--- src/rtl/mlu_div.sv ---
// mlu_div: sequential restoring divider, one quotient bit per clock, start/ready handshake.
// Optional self-check output chk_err is enabled by defining MLU_DIV_CHECK_EN.
module mlu_div #(
    parameter int DW = 6,
    parameter int VW = 3
) (
    input  logic          clk,
    input  logic          rst_n,
    input  logic          start,
    input  logic [DW-1:0] dividend,
    input  logic [VW-1:0] divisor,
    output logic          ready,
    output logic [DW-1:0] quotient,
    output logic [VW-1:0] remainder,
    output logic          div_zero
`ifdef MLU_DIV_CHECK_EN
    , output logic        chk_err
`endif
);
    localparam int CW = $clog2(DW + 1);

    typedef enum logic [1:0] {IDLE, BUSY, ZERO, DONE} state_t;

    state_t        state, state_nx;
    logic [DW-1:0] d, q, q_nx;
    logic [VW-1:0] v, r, r_nx;
    logic [VW:0]   t;
    logic [CW-1:0] cnt;
    logic          ge, accept, last;

    // The partial remainder stays below V after each step, so the extra bit lives only in T.
    always_comb begin
        accept = start && (state == IDLE || state == DONE);
        t      = {r, d[DW-1]};
        ge     = t >= {1'b0, v};
        r_nx   = ge ? VW'(t - {1'b0, v}) : t[VW-1:0];
        q_nx   = {q[DW-2:0], ge};
        last   = cnt == CW'(1);
    end

    always_comb begin
        state_nx = state;
        case (state)
            IDLE, DONE: if (accept) state_nx = (divisor == '0) ? ZERO : BUSY;
            BUSY:       if (last) state_nx = DONE;
            ZERO:       state_nx = DONE;
            default:    state_nx = IDLE;
        endcase
    end

    always_ff @(posedge clk or negedge rst_n)
        if (!rst_n) state <= IDLE;
        else        state <= state_nx;

`ifdef MLU_DIV_CHECK_EN
    localparam int PW = DW + VW;
    logic [DW-1:0] dvd;
    logic [PW-1:0] prod;
    always_comb prod = PW'(q_nx) * PW'(v) + PW'(r_nx);
`endif

    always_ff @(posedge clk or negedge rst_n) begin
        if (!rst_n) begin
            d         <= '0;
            v         <= '0;
            r         <= '0;
            q         <= '0;
            cnt       <= '0;
            ready     <= 1'b0;
            quotient  <= '0;
            remainder <= '0;
            div_zero  <= 1'b0;
`ifdef MLU_DIV_CHECK_EN
            dvd       <= '0;
            chk_err   <= 1'b0;
`endif
        end else if (accept) begin
            d        <= dividend;
            v        <= divisor;
            r        <= '0;
            q        <= '0;
            cnt      <= CW'(DW);
            ready    <= 1'b0;
            div_zero <= 1'b0;
`ifdef MLU_DIV_CHECK_EN
            dvd      <= dividend;
`endif
        end else if (state == BUSY) begin
            d   <= {d[DW-2:0], 1'b0};
            r   <= r_nx;
            q   <= q_nx;
            cnt <= cnt - CW'(1);
            if (last) begin
                quotient  <= q_nx;
                remainder <= r_nx;
                ready     <= 1'b1;
`ifdef MLU_DIV_CHECK_EN
                chk_err   <= prod != PW'(dvd);
`endif
            end
        end else if (state == ZERO) begin
            quotient  <= '1;
            remainder <= '0;
            div_zero  <= 1'b1;
            ready     <= 1'b1;
`ifdef MLU_DIV_CHECK_EN
            chk_err   <= 1'b0;
`endif
        end
    end
endmodule
--- config.mk ---
export PLATFORM = sky130hd
export DESIGN_NAME = mlu_div
export DESIGN_NICKNAME = d
export VERILOG_FILES = /design/src/rtl/mlu_div.sv
export SDC_FILE = /design/constraint.sdc
export NUM_CORES = 1
export LEC_CHECK = 0
export CAP_MARGIN = 20
export CORE_MARGIN = 2
export CORE_UTILIZATION = 55
export CTS_BUF_LIST = sky130_fd_sc_hd__clkbuf_8
export CTS_CLUSTER_SIZE = 40
export DETAILED_ROUTE_END_ITERATION = 10
export PLACE_DENSITY = 0.78
export SYNTH_ARGS = -nofsm -noshare
export SYNTH_HDL_FRONTEND = slang
export SYNTH_SLANG_ARGS = --single-unit
--- constraint.sdc ---
create_clock -name clk -period 2 [get_ports clk]
set_input_delay 0.5 -clock clk [delete_from_list [all_inputs] [get_ports clk]]
set_output_delay 0.5 -clock clk [all_outputs]
set_load 0.1 [all_outputs]
Word-level counts from Yosys, hierarchy flattened --
Index checks and enable logic that the tools add are counted.
Cells by class: add/sub/neg operators 2, order comparisons 1, equal/unequal tests 8, muxes and demuxes 25, bitwise gates (word level) 1, reduce and logical (&&, ||, !) cells 13
Operators with widths (number):
- $mux W6 | 5
- $mux W3 | 8
- $mux W5 | 2
- $mux W1 | 6
- $mux W2 | 3
- $ne A2 B2 Y1 const B | 3
- $pmux W2 S3 | 1
- $reduce_and A2 Y1 | 3
- $reduce_bool A2 Y1 | 3
- $eq A2 B2 Y1 const B | 2
- $ge A4 B3 Y1 | 1
- $eq A3 B1 Y1 const B | 1
- $logic_not A3 Y1 | 1
- $ne A3 B3 Y1 const B | 1
- $reduce_and A3 Y1 | 1
- $reduce_bool A3 Y1 | 1
- $sub A3 B1 Y3 const B | 1
- $sub A3 B3 Y3 | 1
- $eq A2 B1 Y1 const B | 1
- $logic_not A2 Y1 | 1
- $reduce_or A2 Y1 | 1
- $logic_and A1 B1 Y1 | 1
- $logic_or A1 B1 Y1 | 1
- $not A1 Y1 | 1
Storage, ports and cells: flip-flop bits (word level) 33, input bits 12, output and inout port bits 11, word-level logic and storage cells 60

Depth between registers and ports, before layout --
word-level depth 5, depth in mapped cells 8, mapped depth without buffers 7

Worst setup path before layout --
No wires, ideal clock.
kind register to register, from register d[5], to register remainder[2], setup time 142 ps, arrival 1708 ps, slack 150 ps, cell stages (with the launch flop) 8, buffers on the path 0, clock period less this slack 1850 ps, cells stage by stage dfrtp_1 -> inv_1 -> ha_1 -> inv_1 -> fa_1 -> a211o_1 -> nor3_1 -> o32ai_2
On the way: word-level cells in the longest chain between the ends 4, elaborated cells between the ends (all ways) 5, classes of those cells 1 x add/sub; 1 x order compare; 3 x mux
RTL lines:
- start: declaration | RTL line 25 | logic [DW-1:0] d, q, q_nx;
- start signal: assignment | RTL line 78 | d <= dividend;
- start signal: assignment | RTL line 89 | d <= {d[DW-2:0], 1'b0};
- $ge A4 B3 Y1 / $sub A3 B3 Y3 (equally long branches) | RTL line 35, 36
- $mux W3 (*) | RTL line 36 | r_nx = ge ? VW'(t - {1'b0, v}) : t[VW-1:0];
- $mux W3 (*) | RTL line 93 | if (last) begin
- $mux W3 (*) | RTL line 88 | end else if (state == BUSY) begin
- end signal: assignment | RTL line 95 | remainder <= r_nx;
- end: declaration | RTL line 14 | output logic [VW-1:0] remainder,
Every way passes the cells marked *; elsewhere a longest branch is shown, timed or not. The select of a mux whose other input is x is not followed. A chain may end at the register's enable or synchronous reset.

Final worst setup path --
from register state[1], to register remainder[1]
On the way: word-level cells in the longest chain between the ends 5, elaborated cells between the ends (all ways) 11, classes of those cells 4 x eq/ne; 1 x mux; 1 x bitwise; 5 x reduce/logical
RTL lines:
- start: declaration | RTL line 24 | state_t state, state_nx;
- start signal: assignment | RTL line 53 | else state <= state_nx;
- $eq A2 B2 Y1 / $logic_not A2 Y1 (equally long branches) | RTL line 33 | accept = start && (state == IDLE || state == DONE);
- $logic_or A1 B1 Y1 | RTL line 33
- $logic_and A1 B1 Y1 | RTL line 33
- $not A1 Y1 (no source line)
- $reduce_and A3 Y1 (no source line)
Parallel ways exist; a longest one is shown, timed or not.

==> metrics.md <==
| Metric | Value |
|---|---|
| Skew-Pair Late Insertion Delay | 0.29 ns |
| Net count, final | between 200 and 250 |
| MaxCap Viol Count | 0 |
| Post-route DRC | 0 |
| Ys Warns | 0 |
| Final Setup Violations | 0 |
| Post-CTS setup buffer count | 0 |
| Placed cells | 207 |
| Power per Cell Area | 1530 nW/µm² |
| CTS tree | yes |
| Core Rows | 19 |
| Post-synth net total | 177 |
| Unique masters post-synth | 39 |
| Fin util | 75.0% |
| Setup crit start kind | flip-flop |
| Setup CP Type | flip-flop to flip-flop |
| Max Slew Vio Count | 0 |
| Worst Path Required | 2.20 ns |
| Die height | 58.4 µm |
| Initial DRC Count | 39 |
| Hold Path Depth | 2 |
| Core box area | about 2800 µm² |
| HP Class | flip-flop to flip-flop |
| Setup TNS | 0 ns |
| Fmax | 540 MHz |
| Seq. cell area | a little over 800 µm² |
| Hold buffer count at CTS | 0 |
| Die extent in x | 58.4 µm |
| Global-route wire length before repair | 5760 µm |
| Starting density of the core | 58.6% |
| Crit path time final | ~1.9 ns |
| Worst relative slew slack | around two thirds |
| Critical R2R Launch | state[1] |
| Area fraction of the dominant cell type after synthesis | between 50% and 60% |
| Post-Synthesis Cells | 157 |
| Clk root buf | clkbuf_8 |
| Largest net degree at the start of global routing | 34 |
| Leading area contributor after synthesis | dfrtp_1 |
| Final period util | just over 90% |
| DP HPWL | 2350 µm |
| Vias | 1,266 |
| Initial antenna violation count | 0 |
| Filler cells | 183 |
| Synthesized cell area | ~1600 µm² |
| Hold endpoint | v[0] |
| Worst-margin pin slew | 0.494 ns |
| Number of global-route vias before repair | 1,279 |
| Top_reg_cell synth | dfrtp_1 |
| Mean Syn Cell Area | 10.4 µm² |
| Die area | 3420 µm² |
| Crit end category | flip-flop |
| Peak VDD IR | ~1.4 mV |
| CTS Buf Count | 5 |
| GRT overflow | 0 |
| Clock skew | between 0.005 and 0.006 ns |
| Total GRT Usage | 22.7% |
| DRT antenna net count | 0 |
| Status | finished, final reports clean |
| Hold Vio Cnt, Final | 0 |
| IO Pins | 23 |
| Seq/Total Area, Yosys | between 50 and 60% |
| CTS Sinks | 33 |
| Area of the multi-input gates | 728 µm² |
| Pre-antenna DRT Iters | 4 |
| Fraction of layout cells with a size suffix above 1 | between 15 and 20% |
| Worst Path Arrival | 2.05 ns |
| Synth top area cells | dfrtp_1 51%, mux2i_1 5.5%, ha_1 5.4% |
| Total power | 3.19 mW |
| Synth Register Bits | 33 |
| Reg2Reg Depth | 6 |
| Drt wl/cell | 15.7 µm |
| DRT Wirelength | about 3400 µm |
| Global placer's final weighted congestion | 0.845 |
| Area Overhead vs Synth | 28.0% |
| Clock transition at the registers of the reported paths | 0.07 ns |
| Bufs on Longest Clock Path | 2 |
| Max FO, Critical Path | 27 |
| RSZ-0062 raised after global routing | no |
| H-tree depth | 2 |
| FFs w/ async S/R, synth | 100% |
| Port Buffer Count | 22 |
| Vias per cell | 5.89 |
| Lkg Pwr | about 0.94 nW |
| Hold_sp | v[0] |
| Diode count | 0 |
| Final non-filler cell total | 215 |
| R2R Setup Slk | 0.15 ns |
| Reg2reg end | remainder[1] |
| EDFF count, synth | 0 |
kinds of logic after synthesis:
family                   count (synthesis)  synth area share [%]
multiplexers                             9                  5.53
AND/OR/NAND/NOR                         49                  14.6
flip-flops                              33                  50.7
XOR/XNOR                                 1                 0.537
AO/OA/AOI/OAI                           38                  16.7
adder cells (fa/ha/maj)                  8                  6.60
buffers and inverters                   19                  5.45
report_power, final:
| part | switching [mW] | internal (mW) | total [mW] |
|---|---|---|---|
| clock network | 0.250 | 0.236 | 0.486 |
| logic | 1.01 | 0.652 | 1.66 |
| registers | 0.168 | 0.880 | 1.05 |
cell type report:
type	instances	share of cell area, %
clock inverters	3	0.659
multi-input cells	105	34.9
repair buffers	27	17.6
well taps	31	1.86
flip-flops and latches	33	39.6
clock buffers	5	3.30
inverters	11	2.10
critical path, cell delays in order, from the launching register on:
cell and delay [ns]:
dfrtp_1 0.40, inv_1 0.07, ha_1 0.20, buf_4 0.35, nor4bb_1 0.46, nand2_1 0.11, o221ai_1 0.17
through the flow:
stage / hold slack (ns) / cell area, µm² / worst slack, ns
floorplan: 0.204 / 1630 / 0.150
global placement: 0.471 / 1990 / 0.0776
detailed placement: 0.472 / 1990 / -0.0157
CTS: 0.489 / 2080 / 0.0610
global route: 0.522 / 2090 / 0.0236
finish: 0.485 / 2090 / 0.150
sequential cells by signal, summed over array words and instances (netlist names):
name	count
quotient	6
remainder	3
ready	1
d	6
state	2
r	3
v	3
q	5
div_zero	1
cnt	3
metal layers:
metal / GRT usage, % / up-vias / wire length [µm]
met5: 0 / - / 0
met3: 6.59 / 7 / 181
met2: 34.5 / 40 / 1660
li1: - / 602 / -
met4: 8.64 / 0 / 54
met1: 30.8 / 617 / 1480
worst max-delay path by stage:
stage              from            to  slack (ns)  cells past startpoint
4_1_cts            d[5]  remainder[2]        0.06                      7
2_1_floorplan      d[5]  remainder[2]        0.15                      7
3_3_place_gp       d[5]  remainder[2]        0.08                      7
6_report       state[1]  remainder[1]        0.15                      6
5_1_grt        state[1]  remainder[1]        0.02                      6
3_5_place_dp       d[5]  remainder[2]       -0.02                      7
cells in the final DEF (no fill, tap or decap), types with 2 or more instances in the layout:
master / count
dfrtp_1: 33
nand2_1: 20
inv_1: 11
clkdlybuf4s50_1: 11
buf_12: 11
mux2i_1: 9
nor2_1: 9
o21ai_1: 8
o22a_1: 7
ha_1: 7
o21ai_0: 5
clkbuf_8: 5
buf_4: 5
nand3_1: 4
nor2b_1: 4
a21oi_1: 3
and3_1: 2
a31oi_1: 2
or3_1: 2
o211ai_1: 2
clkinv_2: 2
what timing repair did:
| item | CTS | global route |
|---|---|---|
| pin swaps | 0 | 3 |
| endpoints found under the hold margin | 0 | 0 |
| cloned | 0 | 0 |
| setup endpoints to repair | 1 | 6 |
| resized for setup | 1 | 3 |
cells in the mapped netlist, types with 2 or more instances:
| master | n |
|---|---|
| nand2_1 | 20 |
| and3_1 | 2 |
| buf_2 | 6 |
| nor3_1 | 2 |
| o21ai_1 | 7 |
| nor2_1 | 9 |
| mux2i_1 | 9 |
| ha_1 | 7 |
| inv_1 | 10 |
| a31oi_1 | 2 |
| dfrtp_1 | 33 |
| or3_1 | 2 |
| o21ai_0 | 6 |
| o22a_1 | 7 |
| o211ai_1 | 2 |
| nor2b_1 | 4 |
| a21oi_1 | 3 |
| nand3_1 | 4 |
| a211oi_1 | 2 |
Power figures use the tool's default switching activity.
==> edit 1 (same settings) <==
`VW`: 3 -> 2.
--- a/src/rtl/mlu_div.sv
+++ b/src/rtl/mlu_div.sv
@@ -2,7 +2,7 @@
 // Optional self-check output chk_err is enabled by defining MLU_DIV_CHECK_EN.
 module mlu_div #(
     parameter int DW = 6,
-    parameter int VW = 3
+    parameter int VW = 2
 ) (
     input  logic          clk,
     input  logic          rst_n,
Interface: changed (resized divisor and remainder); port bits go from 23 to 21. No check against the original RTL was run, so the function may have changed too.
==> edit 1 against the original RTL <==
Total power grew 10%; synthesized area shrank 7.7%; worst setup slack gained 0.17 ns; maximum frequency grew 10%; design area shrank 8.2%; count of clock-buffer cells in the layout grew 1; first-iteration DRC count shrank 72%; worst hold slack gained 0.0024 ns; die area shrank 7.2%; sequential cell count shrank 3; wire length shrank 12%; clock skew is essentially flat; via count shrank 11%; critical endpoint is now d[1]; largest cell class unchanged.
==> edit 1: results (changes against the original RTL) <==
Final layout
  – Signal inverters: 7 (-4)
  – Relative area change from synthesis to final layout: 27.3%
  – Non-clk bufs: 25 (-7.4%)
  – Count of clock buffers in the final design: 6 (+1)
  – Area share of buffers outside the clock network: 18.3% (+0.65 points)
  – Fraction of area in registers: 39.2% (-0.40 points)

Setup path
  – Capturing instance or port of the critical path: d[1]
  – Cells on worst reg2reg path: 5 (-1)
  – CP delay by family, top: adder cells
  – Crit path arrival time: 1.83 ns (-0.22 ns)
  – Highest-delay cell along the critical path: sky130_fd_sc_hd__ha_1
  – Setup slack, reg-to-reg: 0.32 ns (+0.17 ns)

Timing
  – Remaining max-slew budget at the tightest pin: 57.7% (-8.9 points)
  – Worst hold-check slack: 0.488 ns (+0.00236 ns)
  – Worst clock skew: 0.00534 ns (-0.000374 ns)

Global routing
  – Total global routing track utilization: 21.9% (-0.82 points)
  – Met3 usage: 7.83% (+1.2 points)
  – Number of global-route vias before repair: 1,180 (-7.7%)
  – Met2 Track Usage GR: 35.1% (+0.62 points)
  – Largest net degree at the start of global routing: 31 (-8.8%)

Synth
  – Average cell area after synthesis: 10.2 sq um (-1.4%)
  – Top area cells in the synthesized netlist: sky130_fd_sc_hd__dfrtp_1 (50%), sky130_fd_sc_hd__mux2i_1 (6.0%), sky130_fd_sc_hd__ha_1 (5.0%)

Run status
  – Result of the run: completed

Routing
  – Sum of routed wire length over all layers: 2950 um (-12%)
  – Detailed-route vias per instance: 5.63 (-4.3%)
  – Routed length on met2: 1470 um (-11%)
  – Met3 wire len: 131 um (-28%)

Pwr
  – Leakage power summed over all cells: 0.000870 uW (-7.2%)

Placement
  – Cell count after placement: 193 (-6.8%)
  – HPWL Detailed: 2140 um (-9.1%)
  – Cell area after placement: 1830 sq um (-7.9%)

Clocking
  – Number of sinks on the clock net: 30 (-9.1%)
edit 1: changes by cell type in the layout (fill, tap and decap cells not counted), sizes merged, moves of 3 or more:
cell	before	now
nand2b	1	7
o22ai	0	5
inv	12	7
nor2b	4	10
o22a	7	2
o21ai	13	8
nor2	9	12
a21oi	4	13
dfrtp	33	30
nand2	20	16
nand3	4	0
edit 1: power by group through the flow:
stage / logic, uW / registers, uW / clock network [uW]
3_3_place_gp: 1950 / 1040 / 0
6_report: 1990 / 1050 / 474
3_5_place_dp: 1990 / 1060 / 0
5_1_grt: 2160 / 1080 / 497
2_1_floorplan: 931 / 1510 / 0
4_1_cts: 2000 / 1050 / 477
edit 1: cells by family after synthesis:
family                     synth area share [%]
AOI/OAI and AO/OA                          15.4
muxes                                      6.98
DFF                                        49.9
and+or+nand+nor                            16.5
buffers and inverters                      5.65
xor gates and xnor gates                  0.582
adders and majority gates                  4.99
==> edit 2 (config.mk and constraints unchanged) <==
Without the edit above. Reset style: synchronous (`rst_n`), changed in 2 clocked blocks.
--- a/src/rtl/mlu_div.sv
+++ b/src/rtl/mlu_div.sv
@@ -48,7 +48,7 @@
         endcase
     end
 
-    always_ff @(posedge clk or negedge rst_n)
+    always_ff @(posedge clk)
         if (!rst_n) state <= IDLE;
         else        state <= state_nx;
 
@@ -59,7 +59,7 @@
     always_comb prod = PW'(q_nx) * PW'(v) + PW'(r_nx);
 `endif
 
-    always_ff @(posedge clk or negedge rst_n) begin
+    always_ff @(posedge clk) begin
         if (!rst_n) begin
             d         <= '0;
             v         <= '0;
Check against the original RTL: differs if rst_n is asserted again (counterexample within 4 cycles, from zero or initial values and one cycle with rst_n low); with rst_n held inactive, the same outputs for 10 cycles.
==> edit 2 against the original RTL <==
Worst setup slack worse by 0.0099 ns; design area decreased by 4.7%; sequential cell count unchanged; critical path depth is 1 higher; sequential power fell by 5%; die area decreased by 6.3%; synthesized cell count up 1.9%; synthesized area is 6.8% lower; clock skew grew 0.00097 ns; wire length fell by 4.9%; total power is 6.6% higher.
==> edit 2: results (changes against the original RTL) <==
Final layout
  – Multi-input combinational cell count: 108 (+2.9%)
  – Relative area change from synthesis to final layout: 30.9%
  – Area share of buffers outside the clock network: 19.4% (+1.7 points)
  – Multi-input logic portion of the cell area: 39.4% (+4.5 points)
  – Non-clk bufs: 31 (+15%)
  – Share of cells above drive strength 1: 17.5% (+0.069 points)

Synth
  – Post-synthesis net count: 180 (+1.7%)
  – Synthesized-area fraction occupied by xor and xnor cells: 1.73% (+1.2 points)
  – Sequential-to-total area share from yosys stat: 43.5% (-7.2 points)
  – Count of distinct cell types in the synthesized netlist: 32 (-18%)
  – Multiplexer share of the synthesized area: 5.93% (+0.40 points)
  – Number of cells produced by synthesis: 160 (+1.9%)

Pwr
  – Leakage power summed over all cells: 0.000890 uW (-5.0%)

Setup path
  – Critical Path Max Stage Delay: 0.43 ns (-0.03 ns)
  – Highest-delay cell along the critical path: sky130_fd_sc_hd__fa_1
  – Highest net fanout along the worst path: 4 (-85%)
  – Startpoint of the most critical register-to-register path: d[5]
  – Cells on worst reg2reg path: 7 (+1)

Routing
  – Detailed-route vias per instance: 5.61 (-4.7%)
  – Met3 wire len: 147 um (-19%)
  – Sum of routed wire length over all layers: 3200 um (-4.9%)

Global routing
  – Largest net degree at the start of global routing: 26 (-24%)
  – First-pass GRT wire length: 5460 um (-5.3%)
  – Total global routing track utilization: 22.7% (+0.060 points)

Clocking
  – Count of cells resized by post-cts repair: 0 (-1)

Run status
  – Result of the run: completed

Placement
  – Cell count after placement: 212 (+2.4%)

Timing
  – Remaining max-slew budget at the tightest pin: 74.9% (+8.3 points)
  – Post-route worst setup slack: 0.140 ns (-0.00992 ns)

Worst hold path
  – Endpoint of the worst hold-timing path: v[2]
[edit 2: cell count changes after synthesis, sizes merged, moves of 3 or more]
cell,change
o211a,+13
nand2,-5
dfxtp,+33
o22a,-7
dfrtp,-33
nor2,+3
nand3b,+6
a21boi,+6
clkbuf,+4
o21ai,-9
[edit 2: worst register-to-register path, cell delays in order (launching register included)]
cell	delay [ns]
sky130_fd_sc_hd__dfxtp_1	0.33
sky130_fd_sc_hd__inv_1	0.06
sky130_fd_sc_hd__ha_1	0.20
sky130_fd_sc_hd__fa_1	0.43
sky130_fd_sc_hd__nor2b_2	0.24
sky130_fd_sc_hd__nor3_4	0.08
sky130_fd_sc_hd__mux2i_1	0.25
sky130_fd_sc_hd__o22ai_1	0.15
[edit 2: power groups by stage]
stage / Clock (uW) / Combinational (uW) / Sequential, uW
finish: 489 / 1920 / 996
global route: 532 / 2040 / 1020
CTS: 496 / 1910 / 997
detailed placement: 0 / 1900 / 1010
global placement: 0 / 1850 / 1000
floorplan: 0 / 715 / 1580
